--- config.mk ---
export PLATFORM = sky130hd
export DESIGN_NAME = multicycle_control
export DESIGN_NICKNAME = d
export VERILOG_FILES = /design/src/rtl/multicycle_control_pkg.sv /design/src/rtl/multicycle_control.sv
export SDC_FILE = /design/constraint.sdc
export NUM_CORES = 1
export LEC_CHECK = 0
export CORE_MARGIN = 3
export CORE_UTILIZATION = 30
export DETAILED_ROUTE_END_ITERATION = 16
export PLACE_DENSITY = 0.63
export SLEW_MARGIN = 20
export SYNTH_ARGS = -nofsm -noshare
export SYNTH_HDL_FRONTEND = slang
export SYNTH_SLANG_ARGS = --single-unit
--- constraint.sdc ---
create_clock -name clk -period 2 [get_ports clk]
set_input_delay 0.6 -clock clk [delete_from_list [all_inputs] [get_ports clk]]
set_output_delay 0.6 -clock clk [all_outputs]
set_load 0.005 [all_outputs]
--- src/rtl/multicycle_control_pkg.sv ---
// rtl/multicycle_control_pkg.sv - shared opcodes, state and mux encodings for the multi-cycle MIPS datapath
package multicycle_control_pkg;

  localparam logic [5:0] OP_RTYPE = 6'b000000;
  localparam logic [5:0] OP_LW    = 6'b100011;
  localparam logic [5:0] OP_SW    = 6'b101011;
  localparam logic [5:0] OP_BEQ   = 6'b000100;
  localparam logic [5:0] OP_J     = 6'b000010;
  localparam logic [5:0] OP_ADDI  = 6'b001000;

  typedef enum logic [3:0] {
    S_FETCH  = 4'd0,
    S_DECODE = 4'd1,
    S_MEMADR = 4'd2,
    S_MEMRD  = 4'd3,
    S_MEMWB  = 4'd4,
    S_MEMWR  = 4'd5,
    S_EXEC   = 4'd6,
    S_ALUWB  = 4'd7,
    S_BRANCH = 4'd8,
    S_JUMP   = 4'd9,
    S_ADDIEX = 4'd10,
    S_ADDIWB = 4'd11
  } state_t;

  localparam logic [1:0] ALUOP_ADD   = 2'b00;
  localparam logic [1:0] ALUOP_SUB   = 2'b01;
  localparam logic [1:0] ALUOP_FUNCT = 2'b10;

  localparam logic [1:0] ALUSRCB_B      = 2'b00;
  localparam logic [1:0] ALUSRCB_FOUR   = 2'b01;
  localparam logic [1:0] ALUSRCB_IMM    = 2'b10;
  localparam logic [1:0] ALUSRCB_IMM_SH = 2'b11;

  localparam logic [1:0] PCSRC_ALU    = 2'b00;
  localparam logic [1:0] PCSRC_ALUOUT = 2'b01;
  localparam logic [1:0] PCSRC_JUMP   = 2'b10;

  // Dispatch target out of DECODE; FETCH doubles as the illegal-opcode target.
  function automatic state_t decode_target(input logic [5:0] opcode);
    case (opcode)
      OP_RTYPE:     return S_EXEC;
      OP_LW, OP_SW: return S_MEMADR;
      OP_BEQ:       return S_BRANCH;
      OP_J:         return S_JUMP;
      OP_ADDI:      return S_ADDIEX;
      default:      return S_FETCH;
    endcase
  endfunction

  function automatic logic opcode_legal(input logic [5:0] opcode);
    return (opcode == OP_RTYPE) || (opcode == OP_LW) || (opcode == OP_SW) ||
           (opcode == OP_BEQ) || (opcode == OP_J) || (opcode == OP_ADDI);
  endfunction

endpackage

--- src/rtl/multicycle_control.sv ---
// rtl/multicycle_control.sv - Moore control FSM for the multi-cycle MIPS datapath with retired-instruction counter
module multicycle_control
  import multicycle_control_pkg::*;
#(
  parameter int CNT_W = 32
) (
  input  logic             clk,
  input  logic             reset,
  input  logic [5:0]       Opcode,
  input  logic             Mem_Ready,
  input  logic             Zero,
  output logic             PCWrite,
  output logic             PCWriteCond,
  output logic             IorD,
  output logic             MemRead,
  output logic             MemWrite,
  output logic             IRWrite,
  output logic             MemtoReg,
  output logic             RegDst,
  output logic             RegWrite,
  output logic             ALUSrcA,
  output logic [1:0]       ALUSrcB,
  output logic [1:0]       ALU_op,
  output logic [1:0]       PCSource,
  output logic [3:0]       State,
  output logic             Illegal_Op,
  output logic [CNT_W-1:0] Instr_Count
);

  state_t           r_state;
  state_t           w_next;
  logic             w_retire;
  logic [CNT_W-1:0] r_instr_count;
  logic             w_zero_unused;

  // Zero is consumed by the datapath's PCWriteCond gate, not here.
  assign w_zero_unused = Zero;

  always_ff @(posedge clk) begin
    if (reset) begin
      r_state <= S_FETCH;
    end else begin
      r_state <= w_next;
    end
  end

  always_comb begin
    w_next = S_FETCH;
    case (r_state)
      S_FETCH:  w_next = Mem_Ready ? S_DECODE : S_FETCH;
      S_DECODE: w_next = decode_target(Opcode);
      S_MEMADR: w_next = (Opcode == OP_LW) ? S_MEMRD : S_MEMWR;
      S_MEMRD:  w_next = Mem_Ready ? S_MEMWB : S_MEMRD;
      S_MEMWR:  w_next = Mem_Ready ? S_FETCH : S_MEMWR;
      S_EXEC:   w_next = S_ALUWB;
      S_ADDIEX: w_next = S_ADDIWB;
      default:  w_next = S_FETCH;
    endcase
  end

  always_comb begin
    PCWrite     = 1'b0;
    PCWriteCond = 1'b0;
    IorD        = 1'b0;
    MemRead     = 1'b0;
    MemWrite    = 1'b0;
    IRWrite     = 1'b0;
    MemtoReg    = 1'b0;
    RegDst      = 1'b0;
    RegWrite    = 1'b0;
    ALUSrcA     = 1'b0;
    ALUSrcB     = ALUSRCB_B;
    ALU_op      = ALUOP_ADD;
    PCSource    = PCSRC_ALU;
    Illegal_Op  = 1'b0;
    case (r_state)
      S_FETCH: begin
        MemRead  = 1'b1;
        ALUSrcB  = ALUSRCB_FOUR;
        IRWrite  = Mem_Ready;
        PCWrite  = Mem_Ready;
      end
      S_DECODE: begin
        ALUSrcB    = ALUSRCB_IMM_SH;
        Illegal_Op = ~opcode_legal(Opcode);
      end
      S_MEMADR, S_ADDIEX: begin
        ALUSrcA = 1'b1;
        ALUSrcB = ALUSRCB_IMM;
      end
      S_MEMRD: begin
        MemRead = 1'b1;
        IorD    = 1'b1;
      end
      S_MEMWB: begin
        MemtoReg = 1'b1;
        RegWrite = 1'b1;
      end
      S_MEMWR: begin
        MemWrite = 1'b1;
        IorD     = 1'b1;
      end
      S_EXEC: begin
        ALUSrcA = 1'b1;
        ALU_op  = ALUOP_FUNCT;
      end
      S_ALUWB: begin
        RegDst   = 1'b1;
        RegWrite = 1'b1;
      end
      S_BRANCH: begin
        ALUSrcA     = 1'b1;
        ALU_op      = ALUOP_SUB;
        PCWriteCond = 1'b1;
        PCSource    = PCSRC_ALUOUT;
      end
      S_JUMP: begin
        PCWrite  = 1'b1;
        PCSource = PCSRC_JUMP;
      end
      S_ADDIWB: begin
        RegWrite = 1'b1;
      end
      default: ;
    endcase
  end

  always_comb begin
    w_retire = 1'b0;
    case (r_state)
      S_MEMWB, S_ALUWB, S_ADDIWB, S_BRANCH, S_JUMP: w_retire = 1'b1;
      S_MEMWR: w_retire = Mem_Ready;
      default: w_retire = 1'b0;
    endcase
  end

  always_ff @(posedge clk) begin
    if (reset) begin
      r_instr_count <= '0;
    end else if (w_retire) begin
      r_instr_count <= r_instr_count + CNT_W'(1);
    end
  end

  assign State       = r_state;
  assign Instr_Count = r_instr_count;

endmodule

==> run_results.csv <==
group,metric,value,unit
die,die_x,92.28,µm
yosys,synth_seq_cells,36,
drt,viasPerCell,5.258,
pwr,clockPowerShare,0.390,
drt,drc,0,
setup_path,cp_cell_sequence,"buf_6, nor4_4, buf_4, or2_4, buf_6",
pwr,p_sw_frac,0.2344,
cells_and_area,fin_nets,391,
yosys,ys_async_sr_fraction,0,
grt,grt-ovfl-total,0,
drt,drtIter0Drc,116,
pwr,switching_power,324.5,µW
run,drv_cap,0,
yosys,yosys_warnings,0,
setup_path,cpMaxStageDelayCell,"dfxtp_4",
clocking,cts_buffers,5,
run_status,run_status,"complete, but fails checks",
placement,gp_congestion,0.7809,
sta,fin_skew,0.003940,ns
die,die_area,0.008516,mm²
clocking,cts-root-buf,"clkbuf_8",
cells_and_area,final_cell_mix,"buf_4, clkdlybuf4s50_1, dfxtp_1, a21oi_1, nor2_1",
placement,dp_hpwl,4574,µm
sta,relSlewSlack,0.7234,
sta,setup_tns,-0.02771,ns
yosys,synth-edff-count,0,
setup_path,critPathTopFamily,"simple AND/OR/NAND/NOR gates",
setup_path,crit_fanout,6,
clocking,cts_tree,"built",
sta,finalCritPeriodShare,1.011,
die,die_h,92.28,µm
pwr,combPwrFrac,0.092,
clocking,h-tree-depth,2,
drt,num_vias,2508,
yosys,postSynthAreaPerCell,7.836,µm²
setup_path,reg2reg_slack,-0.01,ns
sta,max_clock_freq,0.4947,GHz
die,initial_utilization,0.3182,
sta,rsz0062_at_grt,"yes",
sta,maxSlewViolCount,0,
clocking,insertion_delay,0.29,ns
pwr,intPower,1060,µW
yosys,synth_area_leaders,"dfxtp_1, a21oi_1, or4_1",
cells_and_area,layout_commonest_cell,"buf_4",
clocking,hold_buffers,0,
die,core-area,0.007019,mm²
cells_and_area,final_cell_area,0.003487,mm²
placement,placed_area,0.003214,mm²
yosys,synth.largest_area_cell,"dfxtp_1",
clocking,path_clk_slew,0.07,ns
drt,wl_per_cell,13.80,µm
cells_and_area,utilization,0.4968,
drt,dr.pass1.iters,4,
cells_and_area,diodes,0,
grt,grt_max_degree,48,
pwr,vdd_drop_max,0.0001906,V
run_status,violations,"negative setup slack",
placement,portBuffers,61,
yosys,syn-num-nets,296,
drt,ant_nets,0,
yosys,synth_cell_types,39,
clocking,cts_num_sinks,36,
die,io_pins,63,
pwr,p_leak,0.001281,µW
cells_and_area,layout-drive-gt1-share,0.2940,
yosys,ys.flop_type,"dfxtp_1",
sta,setup_violations,2,
die,rows,30,
setup_path,slowest_delay,0.36,ns
yosys,synthCells,285,
sta,period_needed,2.021,ns
sta,holdWs,0.4924,ns
setup_path,crit_arrival,1.42,ns
min_path,hold_class,"flop to flop",
setup_path,cpMostUsedCell,"buf_6",
setup_path,worstSetupPathType,"flop to primary output",
sta,worstMarginPinSlew,0.4137,ns
yosys,ys_seq_area_frac,0.3227,
grt,antenna_found_initial,0,
setup_path,worstSetupEndpointType,"primary output",
grt,grt_pass1_wl,10540,µm
pwr,seqPwrFrac,0.519,
sta,setup_slack,-0.02141,ns
cells_and_area,areaGrowthSynthToFinish,56.13,%
pwr,power_density,397.0,mW/mm²
setup_path,crit_required,1.40,ns
drt,drt_wl_total,6583,µm
clocking,cts_buffer_depth,2,
setup_path,path_buf_inv,3,
yosys,netlist_area,0.002233,mm²
sta,final-hold-violation-count,0,
yosys,synth_top_area_frac,0.3227,
grt,track_usage,0.1500,
setup_path,start_kind,"flop",
grt,first_global_vias,2197,
-- tightest hold or removal path, stage by stage, from the launching register on --
cell and delay, ns:
dfxtp_1 0.33, o31ai_1 0.07, a21oi_1 0.05
-- synthesized netlist by cell type (3+ instances only) --
master,n
o21ai_0,14
nand2_1,14
and4_1,5
nor2b_1,13
o31ai_1,17
a21oi_1,28
inv_1,5
or3b_2,3
nand4_1,10
nor3_1,8
buf_2,6
or3_1,4
nand3_1,15
or4_1,18
mux2_2,3
clkbuf_1,12
nor2_1,24
nor4_1,13
nand2b_1,4
mux2_1,8
dfxtp_1,36
-- cell type report --
class / instances / area, µm²
multi-input cells: 222 / 1582
flip-flops and latches: 36 / 730.7
inverters: 5 / 18.77
clock buffers: 8 / 90.09
repair buffers: 110 / 945.9
well taps: 96 / 120.1
fillers: 682 / 3532
-- layer usage --
layer  track usage  routed length [µm]
met5             0                   0
met4       0.04084                  59
met3       0.02953                 260
met2        0.2403                3129
met1        0.2049                3133
-- kinds of logic (layout without fill, tap and decap cells) --
logic type               count (synthesis)  after routing  share of synthesized area
flip-flops                              36             36                     0.3227
AO/OA/AOI/OAI                           65             65                     0.1748
multiplexers                            12             12                    0.05994
adder cells (fa/ha/maj)                  1              1                   0.005601
AND/OR/NAND/NOR                        141            141                     0.3664
buffers and inverters                   27            123                    0.05882
XOR/XNOR                                 3              3                    0.01177
-- stage by stage --
stage / power, µW / std cells / setup WS (ns)
finish: 1384 / 477 / -0.02141
global route: 1442 / 477 / -0.08919
CTS: 1401 / 475 / -0.2164
detailed placement: 860.9 / 465 / -0.8379
global placement: 859.3 / 465 / -0.8190
floorplan: 787.2 / 285 / 0.1327
-- flip-flops by register name (all words and copies together), names as in the netlist --
register / cells
Instr_Count: 32
State: 4
-- path summary, 6_finish.rpt --
kind | start | endpoint | cells after the start
max | State[1] | PCWrite | 5
min | Instr_Count[19] | Instr_Count[19] | 2
max reg2reg | State[0] | Instr_Count[23] | 7
min reg2reg | Instr_Count[19] | Instr_Count[19] | 2
-- power by group through the flow --
stage	Clock [µW]	Combinational [µW]	Sequential [µW]
CTS	560	124	718
finish	540	127	718
detailed placement	0	125	736
global placement	0	123	736
floorplan	0	51.5	736
global route	586	139	718
-- what timing repair did --
action,CTS,global route
endpoints found under the setup margin,48,26
pin swaps,4,8
setup buffers,2,2
resized for setup,67,41
No activity file was read; power rests on OpenSTA's default activity.
